### src/rtl/div_pkg.sv
// Shared types and constants for the sequential signed divider.
package div_pkg;
  localparam int DIV_WIDTH = 32;
  localparam int DIV_ITERS = 32;
  localparam int CNT_W     = 6;

  typedef enum logic [2:0] {
    S_IDLE,
    S_ITER,
    S_SIGN,
    S_DONE,
    S_DZERO
  } div_state_e;
endpackage

### src/rtl/div_negate.sv
// Conditional two's-complement: y = en ? -x : x.
module div_negate #(
  parameter int W = 32
) (
  input  logic         en,
  input  logic [W-1:0] x,
  output logic [W-1:0] y
);
  assign y = en ? (W'(0) - x) : x;
endmodule

### src/rtl/div_seq.sv
// Sequential signed restoring divider: quotient on lo, remainder on hi.
// Optional DIV_EARLY_OUT_EN skips iteration when |a| < |b|.
module div_seq
  import div_pkg::*;
#(
  parameter int WIDTH = DIV_WIDTH
) (
  input  logic             clk,
  input  logic             reset,
  input  logic             start,
  input  logic [WIDTH-1:0] a,
  input  logic [WIDTH-1:0] b,
  output logic             busy,
  output logic             done,
  output logic             div_zero,
  output logic [WIDTH-1:0] hi,
  output logic [WIDTH-1:0] lo
);
  div_state_e       state_q, state_d;
  logic [CNT_W-1:0] cnt_q, cnt_d;
  logic [WIDTH-1:0] rem_q, rem_d;
  logic [WIDTH-1:0] dvd_q, dvd_d;   // dividend shifts out, quotient shifts in
  logic [WIDTH-1:0] divs_q, divs_d;
  logic             sq_q, sq_d, sr_q, sr_d;
  logic [WIDTH-1:0] hi_q, hi_d, lo_q, lo_d;

  logic [WIDTH-1:0] abs_a, abs_b, lo_fix, hi_fix;
  logic [WIDTH:0]   shifted, diff;

  div_negate #(.W(WIDTH)) u_abs_a  (.en(a[WIDTH-1]), .x(a),     .y(abs_a));
  div_negate #(.W(WIDTH)) u_abs_b  (.en(b[WIDTH-1]), .x(b),     .y(abs_b));
  div_negate #(.W(WIDTH)) u_fix_lo (.en(sq_q),       .x(dvd_q), .y(lo_fix));
  div_negate #(.W(WIDTH)) u_fix_hi (.en(sr_q),       .x(rem_q), .y(hi_fix));

  // Partial remainder stays below |b|, so a clear bit WIDTH means no borrow.
  assign shifted = {rem_q, dvd_q[WIDTH-1]};
  assign diff    = shifted - {1'b0, divs_q};

  always_comb begin
    state_d = state_q;
    cnt_d   = cnt_q;
    rem_d   = rem_q;
    dvd_d   = dvd_q;
    divs_d  = divs_q;
    sq_d    = sq_q;
    sr_d    = sr_q;
    hi_d    = hi_q;
    lo_d    = lo_q;
    case (state_q)
      S_IDLE: begin
        if (start) begin
          if (b == '0) begin
            state_d = S_DZERO;
          end else begin
            divs_d = abs_b;
            sq_d   = a[WIDTH-1] ^ b[WIDTH-1];
            sr_d   = a[WIDTH-1];
            cnt_d  = '0;
`ifdef DIV_EARLY_OUT_EN
            if (abs_a < abs_b) begin
              rem_d   = abs_a;
              dvd_d   = '0;
              state_d = S_SIGN;
            end else
`endif
            begin
              rem_d   = '0;
              dvd_d   = abs_a;
              state_d = S_ITER;
            end
          end
        end
      end
      S_ITER: begin
        if (!diff[WIDTH]) begin
          rem_d = diff[WIDTH-1:0];
          dvd_d = {dvd_q[WIDTH-2:0], 1'b1};
        end else begin
          rem_d = shifted[WIDTH-1:0];
          dvd_d = {dvd_q[WIDTH-2:0], 1'b0};
        end
        cnt_d = cnt_q + CNT_W'(1);
        if (cnt_q == CNT_W'(DIV_ITERS - 1)) state_d = S_SIGN;
      end
      S_SIGN: begin
        lo_d    = lo_fix;
        hi_d    = hi_fix;
        state_d = S_DONE;
      end
      S_DONE:  state_d = S_IDLE;
      S_DZERO: state_d = S_IDLE;
      default: state_d = S_IDLE;
    endcase
  end

  always_ff @(posedge clk) begin
    if (reset) begin
      state_q <= S_IDLE;
      cnt_q   <= '0;
      rem_q   <= '0;
      dvd_q   <= '0;
      divs_q  <= '0;
      sq_q    <= 1'b0;
      sr_q    <= 1'b0;
      hi_q    <= '0;
      lo_q    <= '0;
    end else begin
      state_q <= state_d;
      cnt_q   <= cnt_d;
      rem_q   <= rem_d;
      dvd_q   <= dvd_d;
      divs_q  <= divs_d;
      sq_q    <= sq_d;
      sr_q    <= sr_d;
      hi_q    <= hi_d;
      lo_q    <= lo_d;
    end
  end

  assign busy     = (state_q != S_IDLE);
  assign done     = (state_q == S_DONE) || (state_q == S_DZERO);
  assign div_zero = (state_q == S_DZERO);
  assign hi       = hi_q;
  assign lo       = lo_q;
endmodule

### config.mk
export PLATFORM = sky130hd
export DESIGN_NAME = div_seq
export DESIGN_NICKNAME = d
export VERILOG_FILES = /design/src/rtl/div_pkg.sv /design/src/rtl/div_negate.sv /design/src/rtl/div_seq.sv
export SDC_FILE = /design/constraint.sdc
export NUM_CORES = 1
export LEC_CHECK = 0
export CAP_MARGIN = 20
export CORE_AREA = 2 2 170 172
export CTS_CLUSTER_DIAMETER = 80
export DETAILED_ROUTE_END_ITERATION = 12
export DIE_AREA = 0 0 172 174
export GPL_TIMING_DRIVEN = 0
export SYNTH_ARGS = -nofsm -noshare
export SYNTH_HDL_FRONTEND = slang
export SYNTH_SLANG_ARGS = --single-unit
### constraint.sdc
create_clock -name clk -period 4.3 [get_ports clk]
set_input_delay 0.86 -clock clk [delete_from_list [all_inputs] [get_ports clk]]
set_output_delay 0.86 -clock clk [all_outputs]
set_load 0.05 [all_outputs]
==> impl_results.rst <==
.. list-table::
   :header-rows: 1

   * - Metric
     - Value
   * - Floorplan core area
     - between 0.02 and 0.03 mm^2
   * - FMAX
     - between 0.2 and 0.25 GHz
   * - Number of input and output port buffers inserted
     - around 130
   * - CP endpoint kind
     - flip-flop
   * - Overall routed net length
     - 32,200 um
   * - Placed cell count
     - 1,856
   * - Final period demand of the worst path
     - approximately 4.1 ns
   * - Proportion of power drawn by the clock network
     - roughly a third
   * - DR vias/cell
     - around 5.3
   * - Final-report setup violation count
     - 0
   * - Final standard cell utilization of the core
     - 46.0%
   * - Global routing's busiest layer
     - met2
   * - Std-Cell Rows
     - 62
   * - Path category of the worst min-delay check
     - reg2reg
   * - Post-synth net total
     - about 1,400
   * - Starting DRT DRC Count
     - ~600
   * - Cell with the largest stage delay on the worst path
     - clkdlybuf4s50_1
   * - Via count of the first global-routing pass
     - 9,397
   * - Register bit total from synthesis
     - roughly 170
   * - Max H-tree Level
     - 4
   * - Switch share
     - ~34%
   * - Endpoint of the worst register-to-register path
     - rem_q[24]$_SDFFE_PP0P_
   * - Syn Inst Count
     - roughly 1,300
   * - Clock root buffer
     - clkbuf_16
   * - Global-route wire length before repair
     - ~51,000 um
   * - Setup slack after placement
     - -0.473 ns
   * - Layout Area Growth over Synthesis
     - 23.0%
   * - All-Layer GR Usage
     - 21.6%
   * - Die Y
     - about 170 um
   * - Outcome
     - finished, final reports clean
   * - Reg2reg start
     - dvd_q[31]$_SDFFE_PP0P_
   * - Count of flip-flops with a built-in enable after synthesis
     - 0
   * - Number of distinct library cells after synthesis
     - slightly above 60
   * - Arrival time of data at the critical path endpoint
     - about 4.4 ns
   * - Number of diodes
     - 0
   * - HPWL after DPL
     - 25,900 um
   * - Largest net degree at the start of global routing
     - 17
   * - Most frequent standard cell in the layout excluding fill and tap cells
     - dfxtp_1
   * - Endpoint required time on the critical path
     - about 4.6 ns
   * - Worst slew pin tran
     - 0.819 ns
   * - Worst Reg-to-Reg Cells
     - 16
   * - Fraction of registers with async set/reset
     - 0%
   * - Clk_lat worst skew
     - 0.44 ns
   * - M3 GR Usage
     - 3.01%
   * - Net switching power
     - 0.00156 W
   * - 1st-pass router iterations
     - 5
   * - Number of antenna-violating nets in the routed design
     - 0
   * - Most frequent cells in the layout
     - dfxtp_1, nor2_1, nand2_1
   * - Post-route clock skew
     - 0.0143 ns
   * - Total negative slack
     - 0 ns
   * - Final instance area
     - about 0.013 mm^2
   * - TritonCTS clock tree
     - done
   * - Clock input transition at the sequential cells of the worst setup and hold paths
     - ~0.06 ns
   * - Part of the Yosys area used for sequential elements
     - 32.4%
   * - Category of the worst setup path launch point
     - input pin
   * - Pins Over Slew Limit
     - 0
   * - Cells taking the most area after synthesis
     - dfxtp_1, xor2_1, a211oi_1, nor2_1, nand2_1
   * - Average size of a mapped cell
     - slightly below 8 um^2
   * - Number of hold buffers added after CTS
     - 0
   * - Rel. slew slack
     - ~45%
   * - Clock Tree Buf Depth
     - 2
   * - Number of cells traversed by the worst hold path
     - 2
   * - Total number of vias
     - about 10,000
   * - Worst Setup Path Type
     - in2reg
   * - Final std cells w/o fill
     - 1,889
   * - Final worst setup slack
     - about 0.24 ns
   * - Highest net fanout along the worst path
     - 10
   * - Internal power summed over all cells
     - about 0.0030 W
   * - Area share of the largest cell type after synthesis
     - between 30% and 40%
   * - Initial Utilization
     - 37.4%
   * - Fraction of layout cells with a size suffix above 1
     - under 10%
   * - Netlist Area Pre-Place
     - around 0.011 mm^2
   * - Synth warn
     - 0
   * - M2 GR Usage
     - between 30% and 40%
   * - Max rail drop VDD
     - 0.303 mV
   * - Die span in x
     - 172 um
   * - Logic pwr share
     - slightly below 30%
   * - Fin. Hold Viols
     - 0
   * - Crit-path cells
     - clkdlybuf4s50_1, inv_1, ha_1, or3b_2, or3_1, nor4_2, nand2_1, nor2_1, or2_2, clkbuf_1, clkbuf_1, nor3_1, a21oi_1, nor2_1
   * - Longest individual stage delay on the worst path
     - 0.51 ns
   * - Leak pwr
     - 4.71 nW
   * - Area post-placement
     - roughly 0.012 mm^2
   * - Net count, final
     - roughly 1,600
   * - Number of clock buffers inserted by TritonCTS
     - 17
   * - Die outline area
     - ~0.03 mm^2
   * - DRC violations left
     - 0
   * - Met1 usage
     - 32.3%
   * - Top-level port count
     - between 100 and 150
   * - Power per cell area
     - between 300 and 400 mW/mm^2
   * - Post-detailed-route wirelength per cell
     - 17.0 um
   * - Top_reg_cell synth
     - dfxtp_1
   * - Antenna violations before repair
     - 0
   * - Setup repair after global routing missed its margin
     - no
   * - Count of clock tree sinks
     - 171
   * - Final global-route overflow total
     - 0
   * - Min-delay src
     - lo[29]$_SDFFE_PP0P_
   * - Share of total power in sequential cells
     - 38.0%
   * - Worst-case hold path end point
     - lo[29]$_SDFFE_PP0P_
   * - Max-capacitance violation count
     - 0
   * - Final cycle utilization of the critical path
     - a little over nine tenths
   * - Synth area leader
     - dfxtp_1
   * - Flop-to-flop setup slack
     - between 0.3 and 0.4 ns
   * - Global placer's final weighted congestion
     - slightly below 0.9
==> power by group through the flow <==
stage / combinational (W) / sequential, W / clock [W]
2_1_floorplan: 0.000957 / 0.00175 / 0
3_3_place_gp: 0.00129 / 0.00178 / 0
3_5_place_dp: 0.00130 / 0.00179 / 0
4_1_cts: 0.00131 / 0.00175 / 0.00155
5_1_grt: 0.00149 / 0.00176 / 0.00161
6_report: 0.00133 / 0.00175 / 0.00152
==> per-layer routing <==
layer	vias up	routed length, um	share of wire, %
met3	35	1640	5.1
met2	222	13800	43
met5	-	0	0
met4	0	467	1.5
li1	5093	-	-
met1	4624	16200	50
==> what timing repair did <==
item | CTS | global route
buffers inserted | 0 | 1
hold endpoints to repair | 0 | 0
pin swaps | 0 | 1
gates resized for setup | 4 | 25
endpoints found under the setup margin | 36 | 78
==> through the flow <==
| stage | total power (W) | hold WS [ns] |
|---|---|---|
| 2_1_floorplan | 0.00271 | 0.432 |
| 3_3_place_gp | 0.00307 | 0.438 |
| 3_5_place_dp | 0.00309 | 0.443 |
| 4_1_cts | 0.00460 | 0.451 |
| 5_1_grt | 0.00485 | 0.466 |
| 6_report | 0.00461 | 0.452 |
==> critical path: cells and delay by family <==
kind	cells	cell delay, ns
simple gates	8	1.94
fa+ha+maj	1	0.16
compound gates	1	0.15
buf+inv	4	1.24
==> cell usage after synthesis (all sizes together) (4+ instances only) <==
cell	n
dfxtp	171
nor2	160
nand2	142
o21ai	92
xor2	86
a211oi	81
clkbuf	74
a21oi	69
xnor2	58
inv	54
ha	37
mux2i	32
o31ai	31
nor3	24
o41ai	21
a221oi	19
or3	18
or4	18
a22oi	13
nand3	13
nand2b	12
a21o	10
nor4	10
and3	9
buf	9
or2	9
nor2b	6
o21a	6
a31oi	5
a2bb2oi	4
nand4	4
nor3b	4
o21bai	4
==> sequential cells by signal, summed over array words and instances, names as in the netlist <==
register / count
cnt_q: 6
divs_q: 32
dvd_q: 32
hi: 32
lo: 32
rem_q: 32
sq_q: 1
sr_q: 1
state_q: 3
==> final cells by class <==
type | count | area [um^2]
Fill cell | 2904 | 15200
Tap cell | 384 | 480
Sequential cell | 171 | 3420
Inverter | 54 | 203
Timing Repair Buffer | 133 | 1330
Clock inverter | 12 | 126
Multi-Input combinational cell | 1032 | 6640
Buffer | 83 | 335
Clock buffer | 20 | 447
==> worst max-delay path by stage <==
| stage | startpoint | to | depth (start not counted) |
|---|---|---|---|
| 2_1_floorplan | a[8] | dvd_q[29]$_SDFFE_PP0P_ | 9 |
| 3_3_place_gp | b[0] | divs_q[18]$_SDFFE_PP0P_ | 14 |
| 3_5_place_dp | b[0] | rem_q[30]$_SDFFE_PP0P_ | 13 |
| 4_1_cts | dvd_q[31]$_SDFFE_PP0P_ | rem_q[20]$_SDFFE_PP0P_ | 15 |
| 5_1_grt | b[0] | divs_q[31]$_SDFFE_PP0P_ | 14 |
| 6_report | b[0] | divs_q[31]$_SDFFE_PP0P_ | 14 |
==> kinds of logic (layout without fill, tap and decap cells) <==
logic type               count (synthesis)  after routing  synth area share (%)
adder cells (fa/ha/maj)                 38             38                  4.57
multiplexers                            32             32                  3.03
AO/OA/AOI/OAI                          381            381                  24.2
flip-flops                             171            171                  32.4
AND/OR/NAND/NOR                        437            437                  18.9
buffers and inverters                  137            302                  4.91
XOR/XNOR                               144            144                  11.9
Power figures use the tool's default switching activity.
==> RTL change (config.mk and constraints unchanged) <==
Change the package constant `DIV_WIDTH` from 32 to 16.
--- a/src/rtl/div_pkg.sv
+++ b/src/rtl/div_pkg.sv
@@ -1,6 +1,6 @@
 // Shared types and constants for the sequential signed divider.
 package div_pkg;
-  localparam int DIV_WIDTH = 32;
+  localparam int DIV_WIDTH = 16;
   localparam int DIV_ITERS = 32;
   localparam int CNT_W     = 6;
 
Interface: changed (resized a, b, hi and lo); port bits go from 134 to 70. No check against the original RTL was run, so the function may have changed too.
==> RTL change against the unedited design <==
  * Sequential cell count fell by 80
  * Final area fell by 47%
  * Synthesized area fell by 49%
  * Wire length fell by 53%
  * Total power fell by 42%
  * Non-clock buffer count fell by 111
  * Final cell count fell by 40%
  * Hold slack improved by 0.0018 ns
  * Register-to-register slack improved by 0.74 ns
  * Combinational power fell by 33%
  * Via count fell by 51%
  * Worst setup slack improved by 0.44 ns
==> RTL change: results (changes against the unedited design) <==
Final layout
  – Share of cells above drive strength 1: 3.85% (-0.73 points)
  – Fin nets: 805 (-50%)

Detailed routing
  – First-pass DRT Iterations: 4 (-1)
  – Initial DRC Count: 242 (-60%)
  – Vias/cell: 4.32 (-18%)
  – Avg WL per Cell: 13.2 um (-23%)

Power and ir drop
  – Max VDD drop: 0.000204 V (-33%)
  – Leakage: 2.36 nW (-50%)
  – Switching Share: 34.8% (+0.86 points)

GRT
  – First-pass GRT wire length: 24500 um (-52%)
  – Vias in the first global route: 4798 (-49%)
  – Gr usage total: 10.2% (-11 points)
  – Largest net degree at the start of global routing: 18 (+1)

Placement
  – Pre-CTS setup slack: 0.319 ns (+0.792 ns)
  – Detailed Place HPWL: 12200 um (-53%)
  – RD Place Congestion: 0.874 (-1.8%)

Run status
  – Outcome: finished clean

Clock network
  – Clk_lat worst skew: 0.35 ns (-0.09 ns)
  – Num CTS Buffers: 9 (-8)
  – Resized Gates After CTS: 0 (-4)
  – Post-CTS setup buffer count: 0 (unchanged)
  – Htree depth: 3 (-1)

Synth
  – Leading post-synthesis cells by cell area: dfxtp_1, xor2_1, a211oi_1
  – Commonest cells post-synth: dfxtp_1, nand2_1, nor2_1
  – Leading area contributor after synthesis: dfxtp_1
  – Synth Net Count: 726 (-50%)
  – Post-synthesis sequential area ratio: 33.8% (+1.4 points)

Critical path
  – CP max-delay cell: or4_1
  – Peak per-stage delay on the critical path: 0.53 ns (+0.02 ns)
  – Crit path DAT: 3.90 ns (-0.46 ns)

Timing
  – Worst-Margin Slew: 0.801 ns (-0.0182 ns)
  – Skew final: 0.00682 ns (-0.00753 ns)
-- RTL change: changes by cell type after synthesis, moves of 33 or more --
cell	unedited run	this run
nor2_1	160	65
dfxtp_1	171	91
nand2_1	142	70
o21ai_0	92	38
clkbuf_1	74	29
xor2_1	86	43
a211oi_1	81	40
xnor2_1	58	25
-- RTL change: logic make-up after synthesis --
family / Yosys count / synth area share (%)
muxes: 19 / 3.53
adders and majority gates: 22 / 5.25
and+or+nand+nor: 203 / 17.9
AOI/OAI and AO/OA: 196 / 23.3
DFF: 91 / 33.8
buffers and inverters: 70 / 5.20
xor gates and xnor gates: 68 / 11.1
-- RTL change: area by class of cell --
cell class	count	area [sq um]
Fill cell	3121	21400
Multi-Input combinational cell	508	3290
Sequential cell	91	1820
Timing Repair Buffer	68	673
Tap cell	384	480
Clock buffer	9	225
Buffer	37	156
Inverter	33	124
Clock inverter	7	82.6
-- RTL change: metrics by stage --
stage	total power, mW	std cells	util (%)	cell area [sq um]
floorplan	1.65	669	-	5390
global placement	1.87	1119	23.1	6530
detailed placement	1.88	1121	23.2	6540
CTS	2.71	1137	24.3	6850
global route	2.85	1137	24.3	6850
finish	2.69	1137	24.3	6850
-- RTL change: worst min-delay path, cell delays in order (launching register included) --
cell and delay, ns:
dfxtp_1 0.31, nand2_1 0.05, a21oi_1 0.05
-- RTL change: path summary, 6_finish.rpt --
path / start / endpoint / slack [ns] / cells after the start
hold / removal: lo[13]$_SDFFE_PP0P_ / lo[13]$_SDFFE_PP0P_ / 0.45 / 2
setup reg to reg: dvd_q[15]$_SDFFE_PP0P_ / rem_q[0]$_SDFFE_PP0P_ / 1.13 / 11
setup / recovery: b[0] / rem_q[3]$_SDFFE_PP0P_ / 0.68 / 13
hold reg to reg: lo[13]$_SDFFE_PP0P_ / lo[13]$_SDFFE_PP0P_ / 0.45 / 2
-- RTL change: layer usage --
metal | global-route usage (%) | routed length (um) | vias up | share of wire (%)
met5 | 0 | 0 | - | 0
met4 | 3.36 | 281 | 0 | 1.9
met3 | 2.85 | 815 | 15 | 5.4
met2 | 16.7 | 6870 | 99 | 46
met1 | 12.9 | 7030 | 2250 | 47
li1 | - | - | 2544 | -
-- RTL change: power groups by stage --
stage,Combinational (mW),Sequential [mW],Clock [mW]
after floorplan,0.694,0.960,0
after CTS,0.900,0.964,0.849
after global routing,1.00,0.975,0.870
final,0.894,0.966,0.827
after detailed placement,0.896,0.984,0
after global placement,0.884,0.983,0
